<file path="src/rtl/pipe_ctrl_pkg.sv">
// pipe_ctrl_pkg -- shared types and defaults for the pipeline controller.
//   pipe_state_e : controller FSM state (RUN, MDU_BUSY, MDU_DONE)
//   REG_W_DEF    : default register-index width
//   CNT_W_DEF    : default performance-counter width
package pipe_ctrl_pkg;

  localparam int REG_W_DEF = 5;
  localparam int CNT_W_DEF = 32;

  typedef enum logic [1:0] {
    ST_RUN      = 2'd0,
    ST_MDU_BUSY = 2'd1,
    ST_MDU_DONE = 2'd2
  } pipe_state_e;

endpackage

</file>
<file path="src/rtl/pipe_ctrl_sat_counter.sv">
// sat_counter -- saturating up-counter with synchronous clear.
//   clk : clock, posedge
//   clr : synchronous clear (wins over inc)
//   inc : count enable, +1 per cycle until all-ones
//   cnt : current count
module sat_counter #(
  parameter int W = 32
) (
  input  logic         clk,
  input  logic         clr,
  input  logic         inc,
  output logic [W-1:0] cnt
);

  always_ff @(posedge clk) begin
    if (clr) begin
      cnt <= '0;
    end else if (inc && (cnt != {W{1'b1}})) begin
      cnt <= cnt + 1'b1;
    end
  end

endmodule

</file>
<file path="src/rtl/pipe_ctrl.sv">
// pipe_ctrl -- stall/flush/bubble controller for a five-stage pipeline.
//   clk, rst_n              : clock (posedge), synchronous active-low reset
//   id_rs1/id_rs2, id_use*  : ID-stage source indices and read flags
//   ex_rd, ex_is_load       : EX destination and load flag (load-use hazard)
//   ex_redirect             : EX resolved a taken/mispredicted transfer
//   ex_mdu_op, mdu_done     : multi-cycle mul/div in EX, completion pulse
//   mem_req, mem_ready      : MEM access and data-memory acceptance
//   *_en                    : pipeline-register enables
//   ifid_flush              : flush IF/ID
//   id/ex/mem_bubble        : insert NOP into ID/EX, EX/MEM, MEM/WB
//   mdu_go                  : one-cycle MDU start pulse
//   stall_cnt, redirect_cnt : saturating performance counters
//   dbg_state               : controller FSM state (debug)
//
// Handshake: a MEM access completes in the cycle mem_req & mem_ready are both
// high; while mem_req is high and mem_ready low the whole pipeline up to MEM
// holds and MEM/WB receives a NOP. mem_req must stay high until accepted.
module pipe_ctrl
  import pipe_ctrl_pkg::*;
#(
  parameter int REG_W = REG_W_DEF,
  parameter int CNT_W = CNT_W_DEF
) (
  input  logic             clk,
  input  logic             rst_n,
  input  logic [REG_W-1:0] id_rs1,
  input  logic [REG_W-1:0] id_rs2,
  input  logic             id_use1,
  input  logic             id_use2,
  input  logic [REG_W-1:0] ex_rd,
  input  logic             ex_is_load,
  input  logic             ex_redirect,
  input  logic             ex_mdu_op,
  input  logic             mdu_done,
  input  logic             mem_req,
  input  logic             mem_ready,
  output logic             pc_en,
  output logic             ifid_en,
  output logic             idex_en,
  output logic             exmem_en,
  output logic             memwb_en,
  output logic             ifid_flush,
  output logic             id_bubble,
  output logic             ex_bubble,
  output logic             mem_bubble,
  output logic             mdu_go,
  output logic [CNT_W-1:0] stall_cnt,
  output logic [CNT_W-1:0] redirect_cnt,
  output logic [1:0]       dbg_state
);

  pipe_state_e state_q, state_d, cur_state;
  logic        mem_stall;
  logic        load_use;
  logic        redirect_act;

  assign mem_stall = mem_req & ~mem_ready;

  // x0 is never a real producer, so a load to x0 cannot create a hazard.
  assign load_use = ex_is_load && (ex_rd != '0) &&
                    ((id_use1 && (id_rs1 == ex_rd)) ||
                     (id_use2 && (id_rs2 == ex_rd)));

  // While in reset the outputs are decoded as if in RUN.
  assign cur_state = rst_n ? state_q : ST_RUN;
  assign dbg_state = state_q;

  always_ff @(posedge clk) begin
    if (!rst_n) begin
      state_q <= ST_RUN;
    end else begin
      state_q <= state_d;
    end
  end

  always_comb begin
    pc_en        = 1'b1;
    ifid_en      = 1'b1;
    idex_en      = 1'b1;
    exmem_en     = 1'b1;
    memwb_en     = 1'b1;
    ifid_flush   = 1'b0;
    id_bubble    = 1'b0;
    ex_bubble    = 1'b0;
    mem_bubble   = 1'b0;
    mdu_go       = 1'b0;
    redirect_act = 1'b0;
    state_d      = state_q;

    if (mem_stall) begin
      pc_en      = 1'b0;
      ifid_en    = 1'b0;
      idex_en    = 1'b0;
      exmem_en   = 1'b0;
      mem_bubble = 1'b1;
      // Remember a completion that lands during a MEM wait.
      if (cur_state == ST_MDU_BUSY && mdu_done) begin
        state_d = ST_MDU_DONE;
      end
    end else begin
      case (cur_state)
        ST_RUN: begin
          if (ex_mdu_op) begin
            mdu_go    = rst_n;
            pc_en     = 1'b0;
            ifid_en   = 1'b0;
            idex_en   = 1'b0;
            ex_bubble = 1'b1;
            state_d   = ST_MDU_BUSY;
          end else if (ex_redirect) begin
            ifid_flush   = 1'b1;
            redirect_act = 1'b1;
          end else if (load_use) begin
            pc_en     = 1'b0;
            ifid_en   = 1'b0;
            id_bubble = 1'b1;
          end
        end
        ST_MDU_BUSY: begin
          if (mdu_done) begin
            // Release: everything advances; leaving RUN-decode here keeps the
            // still-present MDU op from issuing a second mdu_go.
            state_d = ST_RUN;
          end else begin
            pc_en     = 1'b0;
            ifid_en   = 1'b0;
            idex_en   = 1'b0;
            ex_bubble = 1'b1;
          end
        end
        ST_MDU_DONE: begin
          state_d = ST_RUN;
        end
        default: begin
          state_d = ST_RUN;
        end
      endcase
    end
  end

  sat_counter #(.W(CNT_W)) u_stall_cnt (
    .clk (clk),
    .clr (!rst_n),
    .inc (!pc_en),
    .cnt (stall_cnt)
  );

  sat_counter #(.W(CNT_W)) u_redirect_cnt (
    .clk (clk),
    .clr (!rst_n),
    .inc (redirect_act),
    .cnt (redirect_cnt)
  );

endmodule

</file>
<file path="config.mk">
export PLATFORM = sky130hd
export DESIGN_NAME = pipe_ctrl
export DESIGN_NICKNAME = d
export VERILOG_FILES = /design/src/rtl/pipe_ctrl_pkg.sv /design/src/rtl/pipe_ctrl_sat_counter.sv /design/src/rtl/pipe_ctrl.sv
export SDC_FILE = /design/constraint.sdc
export NUM_CORES = 1
export LEC_CHECK = 0
export CORE_ASPECT_RATIO = 0.6
export CORE_MARGIN = 2
export CORE_UTILIZATION = 41
export DETAILED_ROUTE_END_ITERATION = 7
export PLACE_DENSITY_LB_ADDON = 0.15
export SYNTH_ARGS = -nofsm -noshare
export SYNTH_HDL_FRONTEND = slang
export SYNTH_HIERARCHICAL = 1
export SYNTH_SLANG_ARGS = --single-unit
</file>
<file path="constraint.sdc">
create_clock -name clk -period 5.46 [get_ports clk]
set_input_delay 1.092 -clock clk [delete_from_list [all_inputs] [get_ports clk]]
set_output_delay 1.092 -clock clk [all_outputs]
set_load 0.01 [all_outputs]
</file>
==> run metrics, run 1 <==
Synth Area in Simple Gates=34.35%; number of synthesized flops with an enable pin=0; Core Region=8653 um2; starting density of the core=42.86%; CTS sink cnt=66; commonest non-fill, non-tap cells in the layout=clkdlybuf4s50_1, dfxtp_1, a21oi_1; Slew headroom=43.72%; Hold WC Path Type=register to register; overall routed net length=10.83 mm; Synth Instances=448; initial DRC count=292; fin util=58.20%; CP endpoint kind=register; Root Driver=clkbuf_16; initial antenna violation count=0; Leakage=1.545 nW; full die area=9847 um2; Startpoint Class=primary input; PostCTS Resize Cnt=0; largest net degree at the start of global routing=72; crit share post-route=83.29%; DP HPWL=7.710 mm; mux cell area share after synthesis=1.754%; Net Count, Synth=475; clk_skew=0.006741 ns; Area growth, synth to finish=35.80%; die height=77.67 um; largest area contributor in the netlist=dfxtp_1; Peak Freq=219.9 MHz; row count=26; fill cell count=782; Synth Warn #=6; Yosys reg bits=66; actual slew at the worst max-slew pin=0.8377 ns; top post-synthesis cells by area=dfxtp_1, a21oi_1, or4_1; Fin. Hold Viols=0; CP Max Fanout=10; Mean Syn Cell Area=8.278 um2; Routability Congestion=0.8268; PortBufs=99; RSZ-0062 raised after global routing=false; drt pass-1 iters=5; fin crit period=4.548 ns; Post-CTS Hold Buffers=0; max-slew violations=0; status=finished clean; leading cell type in the layout, fill and taps excluded=clkdlybuf4s50_1; Residual DRC=0; final number of setup-violating endpoints=0; crit path kind=primary input to register; synthesized cell area=3709 um2; register area share after synthesis=35.63%; WL per Instance=16.58 um; Final ANT Viol Nets=0; Post-CTS Setup Repair Bufs=0; Max clock buf depth=2; I/O pins=101; area share of the largest cell type after synthesis=35.63%; Critical Path RT=5.67 ns; synth unique cells=46; Final #Nets=565; peak supply drop=178.1 uV; PwrDens=217.8 nW/um2; via count=3906; share of layout cells above drive strength 1=7.394%; ys async rst share=0%; vias in the first global route=3418; Post-Synth XOR/XNOR Area=5.668%; top_reg_cell synth=dfxtp_1; count of max-cap constraint violations=0; setup TNS=0 ns; clock latency at the later pin of the worst-skew pair=0.33 ns; register area=1321 um2; GRT Resource Usage Total=21.84%; htree depth=3; combinational family with the most area after synthesis=simple AND/OR/NAND/NOR gates; grt ovf=0; Die X=126.8 um; Clock Pin Slew Worst Setup and Hold Paths=0.05 ns; Adder-Cell Fraction of Synth Area=0.6748%; CTS tree=yes; first-pass GRT wire length=17.37 mm; diode count=0; TritonCTS Buffers=9; Compound-Gate Fraction of Synth Area=18.39%; data arrival time of the critical path=4.76 ns; Via density=5.982; multi-input logic area=2272 um2
## power by group
part / switching (mW) / leakage, nW / internal [mW] / total [mW]
logic: 0.0420 / 0.879 / 0.0471 / 0.0891
registers: 0.00672 / 0.532 / 0.486 / 0.493
clock network: 0.204 / 0.134 / 0.311 / 0.515
total: 0.252 / 1.55 / 0.844 / 1.10
## registers in the layout, summed over array words and instances (netlist names)
signal	cells
u_stall_cnt/cnt	32
u_redirect_cnt/cnt	32
dbg_state	2
## path summary, 6_finish.rpt
path	startpoint	end	slack, ns	cells past startpoint
setup reg to reg	dbg_state[0]	u_stall_cnt/cnt[31]	1.83	9
hold / removal	u_redirect_cnt/cnt[15]	u_redirect_cnt/cnt[15]	0.50	2
hold reg to reg	u_redirect_cnt/cnt[15]	u_redirect_cnt/cnt[15]	0.50	2
setup / recovery	ex_rd[3]	u_stall_cnt/cnt[31]	0.91	10
## synthesized netlist by cell type (2+ instances only)
library cell	instances
a31oi_1	2
mux2i_1	2
o41ai_4	2
or3b_1	3
nand2b_1	6
and3_4	2
nor2_1	32
inv_1	6
o31ai_1	24
clkbuf_1	16
or4_1	25
a2111oi_0	4
nand3_2	2
a31o_2	2
and4_1	8
nor4_2	4
nor3_1	5
a21oi_1	46
or2_2	2
ha_1	2
mux2_1	2
nor2b_1	5
buf_2	6
or3_4	2
xor2_1	10
mux2_2	2
nand3b_1	2
buf_4	2
nand2_1	23
and3_1	7
or3_1	20
nor4_1	10
and2_1	2
nand3_1	27
dfxtp_1	66
nand4_1	20
o21ai_0	18
a21o_1	4
a211oi_1	2
xnor2_1	14
nor3b_1	4
## critical path: stages
cell,delay (ns)
clkdlybuf4s50_1,0.46
xor2_1,0.21
nor4_2,0.28
a32oi_1,0.19
o21ai_0,0.59
nand4_1,0.47
nor4_2,0.63
nand4_1,0.16
nor4_1,0.30
mux2_2,0.37
## metrics by stage
step | power [mW] | setup WS, ns | hold WS, ns | cell area (um2) | cells
2_1_floorplan | 0.5447 | 1.751 | 0.5083 | 3709 | 448
3_3_place_gp | 0.5890 | 0.8328 | 0.4834 | 4777 | 639
3_5_place_dp | 0.5919 | 0.6734 | 0.4914 | 4777 | 639
4_1_cts | 1.109 | 1.000 | 0.5008 | 5036 | 653
5_1_grt | 1.138 | 0.5616 | 0.5352 | 5036 | 653
6_report | 1.097 | 0.9124 | 0.4986 | 5036 | 653
## metal layers
metal  share of wire, %  vias to the layer above  global-route usage (%)
met2                 40                      142                   29.78
met5                  0                        -                       0
met3                7.7                       16                   6.828
met1                 51                     1854                   32.74
li1                   -                     1894                       -
met4                1.1                        0                   5.934
## cells by family (layout without fill, tap and decap cells)
group,Yosys count,in the layout
AOI/OAI and AO/OA,106,106
muxes,6,6
buffers and inverters,30,123
DFF,66,66
other,1,1
adders and majority gates,2,2
and+or+nand+nor,213,213
xor gates and xnor gates,24,24
## final cells by class
class,count,area share [%]
Clock buffer,10,4.745
Tap cell,112,2.783
Inverter,6,0.4472
Sequential cell,66,26.24
Timing Repair Buffer,103,20.27
Clock inverter,4,0.3975
Multi-Input combinational cell,352,45.12
Power figures use the tool's default switching activity.
==> inputs of run 2 (changes only) <==
==> constraint.sdc (replaced) <==
create_clock -name clk -period 3.7 [get_ports clk]
set_input_delay 0.74 -clock clk [delete_from_list [all_inputs] [get_ports clk]]
set_output_delay 0.74 -clock clk [all_outputs]
set_load 0.01 [all_outputs]
==> run 2 against run 1 <==
Count of clock-buffer cells in the layout is 1 higher; combinational power up 48%; register-to-register slack got worse by 0.91 ns; sequential power grew 48%; largest power group unchanged.
==> run metrics, run 2 (synthesis results as in run 1) <==
status=finished clean; setup TNS=0 ns; max-slew violations=0; Peak Freq=290.0 MHz; PwrDens=313.9 nW/um2; CP endpoint kind=output port; CP Max Fanout=3; CTS sink cnt=66; largest net degree at the start of global routing=72; starting density of the core=42.86%; Area growth, synth to finish=37.79%; Routability Congestion=0.8615; sw frac=22.42%; Clock Pin Slew Worst Setup and Hold Paths=0.05 ns; peak supply drop=251.0 uV; Critical Path RT=2.96 ns; Fin. Hold Viols=0; initial antenna violation count=0; I/O pins=101; hold path startpoint=u_redirect_cnt/cnt[23]; commonest non-fill, non-tap cells in the layout=clkdlybuf4s50_1, dfxtp_1, a21oi_1; full die area=9847 um2; CTS tree=yes; crit path kind=primary input to output port; DP HPWL=8.065 mm; clock latency at the later pin of the worst-skew pair=0.33 ns; GRT Resource Usage Total=23.03%; Slew headroom=45.06%; via count=3931; vias in the first global route=3495; grt ovf=0; total power=1.604 mW; Die X=126.8 um; share of layout cells above drive strength 1=8.727%; Startpoint Class=primary input; reg2reg start=dbg_state[0]; crit share post-route=93.19%; fill cell count=780; first-pass GRT wire length=18.13 mm; count of max-cap constraint violations=0; clk_skew=0.006476 ns; htree depth=3; Residual DRC=0; TritonCTS Buffers=9; row count=26; Leakage=1.606 nW; DP Worst Slack=0.0007108 ns; WL per Instance=16.78 um; drt pass-1 iters=5; Psw=0.3596 mW; Core Region=8653 um2; diode count=0; final worst slack=0.2519 ns; Logic pwr share=8.2%; data arrival time of the critical path=2.71 ns; PortBufs=99; final number of setup-violating endpoints=0; sequential power share=45.4%; leading cell type in the layout, fill and taps excluded=clkdlybuf4s50_1; Final ANT Viol Nets=0; Hold WC Path Type=register to register; Max clock buf depth=2; overall routed net length=11.11 mm; Via density=5.938; Pint=1.244 mW; fin crit period=3.448 ns; Clk pwr share=46.3%; initial DRC count=314; Root Driver=clkbuf_16; die height=77.67 um; Worst setup startpoint=ex_rd[2]; Final #Nets=576; actual slew at the worst max-slew pin=0.8178 ns; RSZ-0062 raised after global routing=false
[run 2: changes by cell type in the layout (fill, tap and decap cells not counted)]
cell             change
buf_4               +11
clkinv_2             -3
clkbuf_1             +1
dlymetal6s2s_1       +1
clkdlybuf4s50_1      -1
[run 2: stage by stage]
| stage | util [%] | cell area, um2 | instances | hold WS, ns |
|---|---|---|---|---|
| after floorplan | - | 3709 | 448 | 0.5083 |
| after global placement | 56.16 | 4860 | 650 | 0.4805 |
| after detailed placement | 56.16 | 4860 | 650 | 0.4892 |
| after CTS | 59.02 | 5107 | 662 | 0.4982 |
| after global routing | 59.05 | 5110 | 662 | 0.5277 |
| final | 59.05 | 5110 | 662 | 0.4993 |
[run 2: metal layers]
metal	share of wire, %	track usage (%)
met1	51	35.45
met2	40	31.57
met3	8.2	6.276
met4	0.62	5.055
met5	0	0
[run 2: cell type report]
class / count / area, um2 / share of cell area, %
multi-input cells: 352 / 2272 / 44.47
flip-flops and latches: 66 / 1321 / 25.86
repair buffers: 114 / 1106 / 21.65
clock buffers: 11 / 242.7 / 4.750
well taps: 112 / 140.1 / 2.742
inverters: 6 / 22.52 / 0.4407
clock inverters: 1 / 5.005 / 0.09794
[run 2: power groups by stage]
stage               logic, mW  clock network [mW]  registers (mW)
floorplan              0.0603                   0           0.744
finish                  0.132               0.743           0.729
detailed placement      0.132                   0           0.744
global placement        0.130                   0           0.743
global route            0.144               0.794           0.730
CTS                     0.132               0.760           0.729
[run 2: worst paths after layout]
kind | endpoint | slack (ns) | depth (start not counted)
worst min register to register | u_redirect_cnt/cnt[23] | 0.50 | 2
worst max register to register | u_stall_cnt/cnt[19] | 0.92 | 9
worst max-delay path | ifid_en | 0.25 | 6
worst min-delay path | u_redirect_cnt/cnt[23] | 0.50 | 2
[run 2: critical path, stage by stage]
cell             delay (ns)
clkdlybuf4s50_1        0.48
or4_1                  0.54
nor2_2                 0.13
or3b_1                 0.14
o21a_1                 0.13
clkdlybuf4s50_1        0.53
[run 2: timing repair]
item,in CTS,in global routing
hold buffers,0,0
setup buffers,0,0
gates resized for setup,0,1
endpoints found under the setup margin,0,1
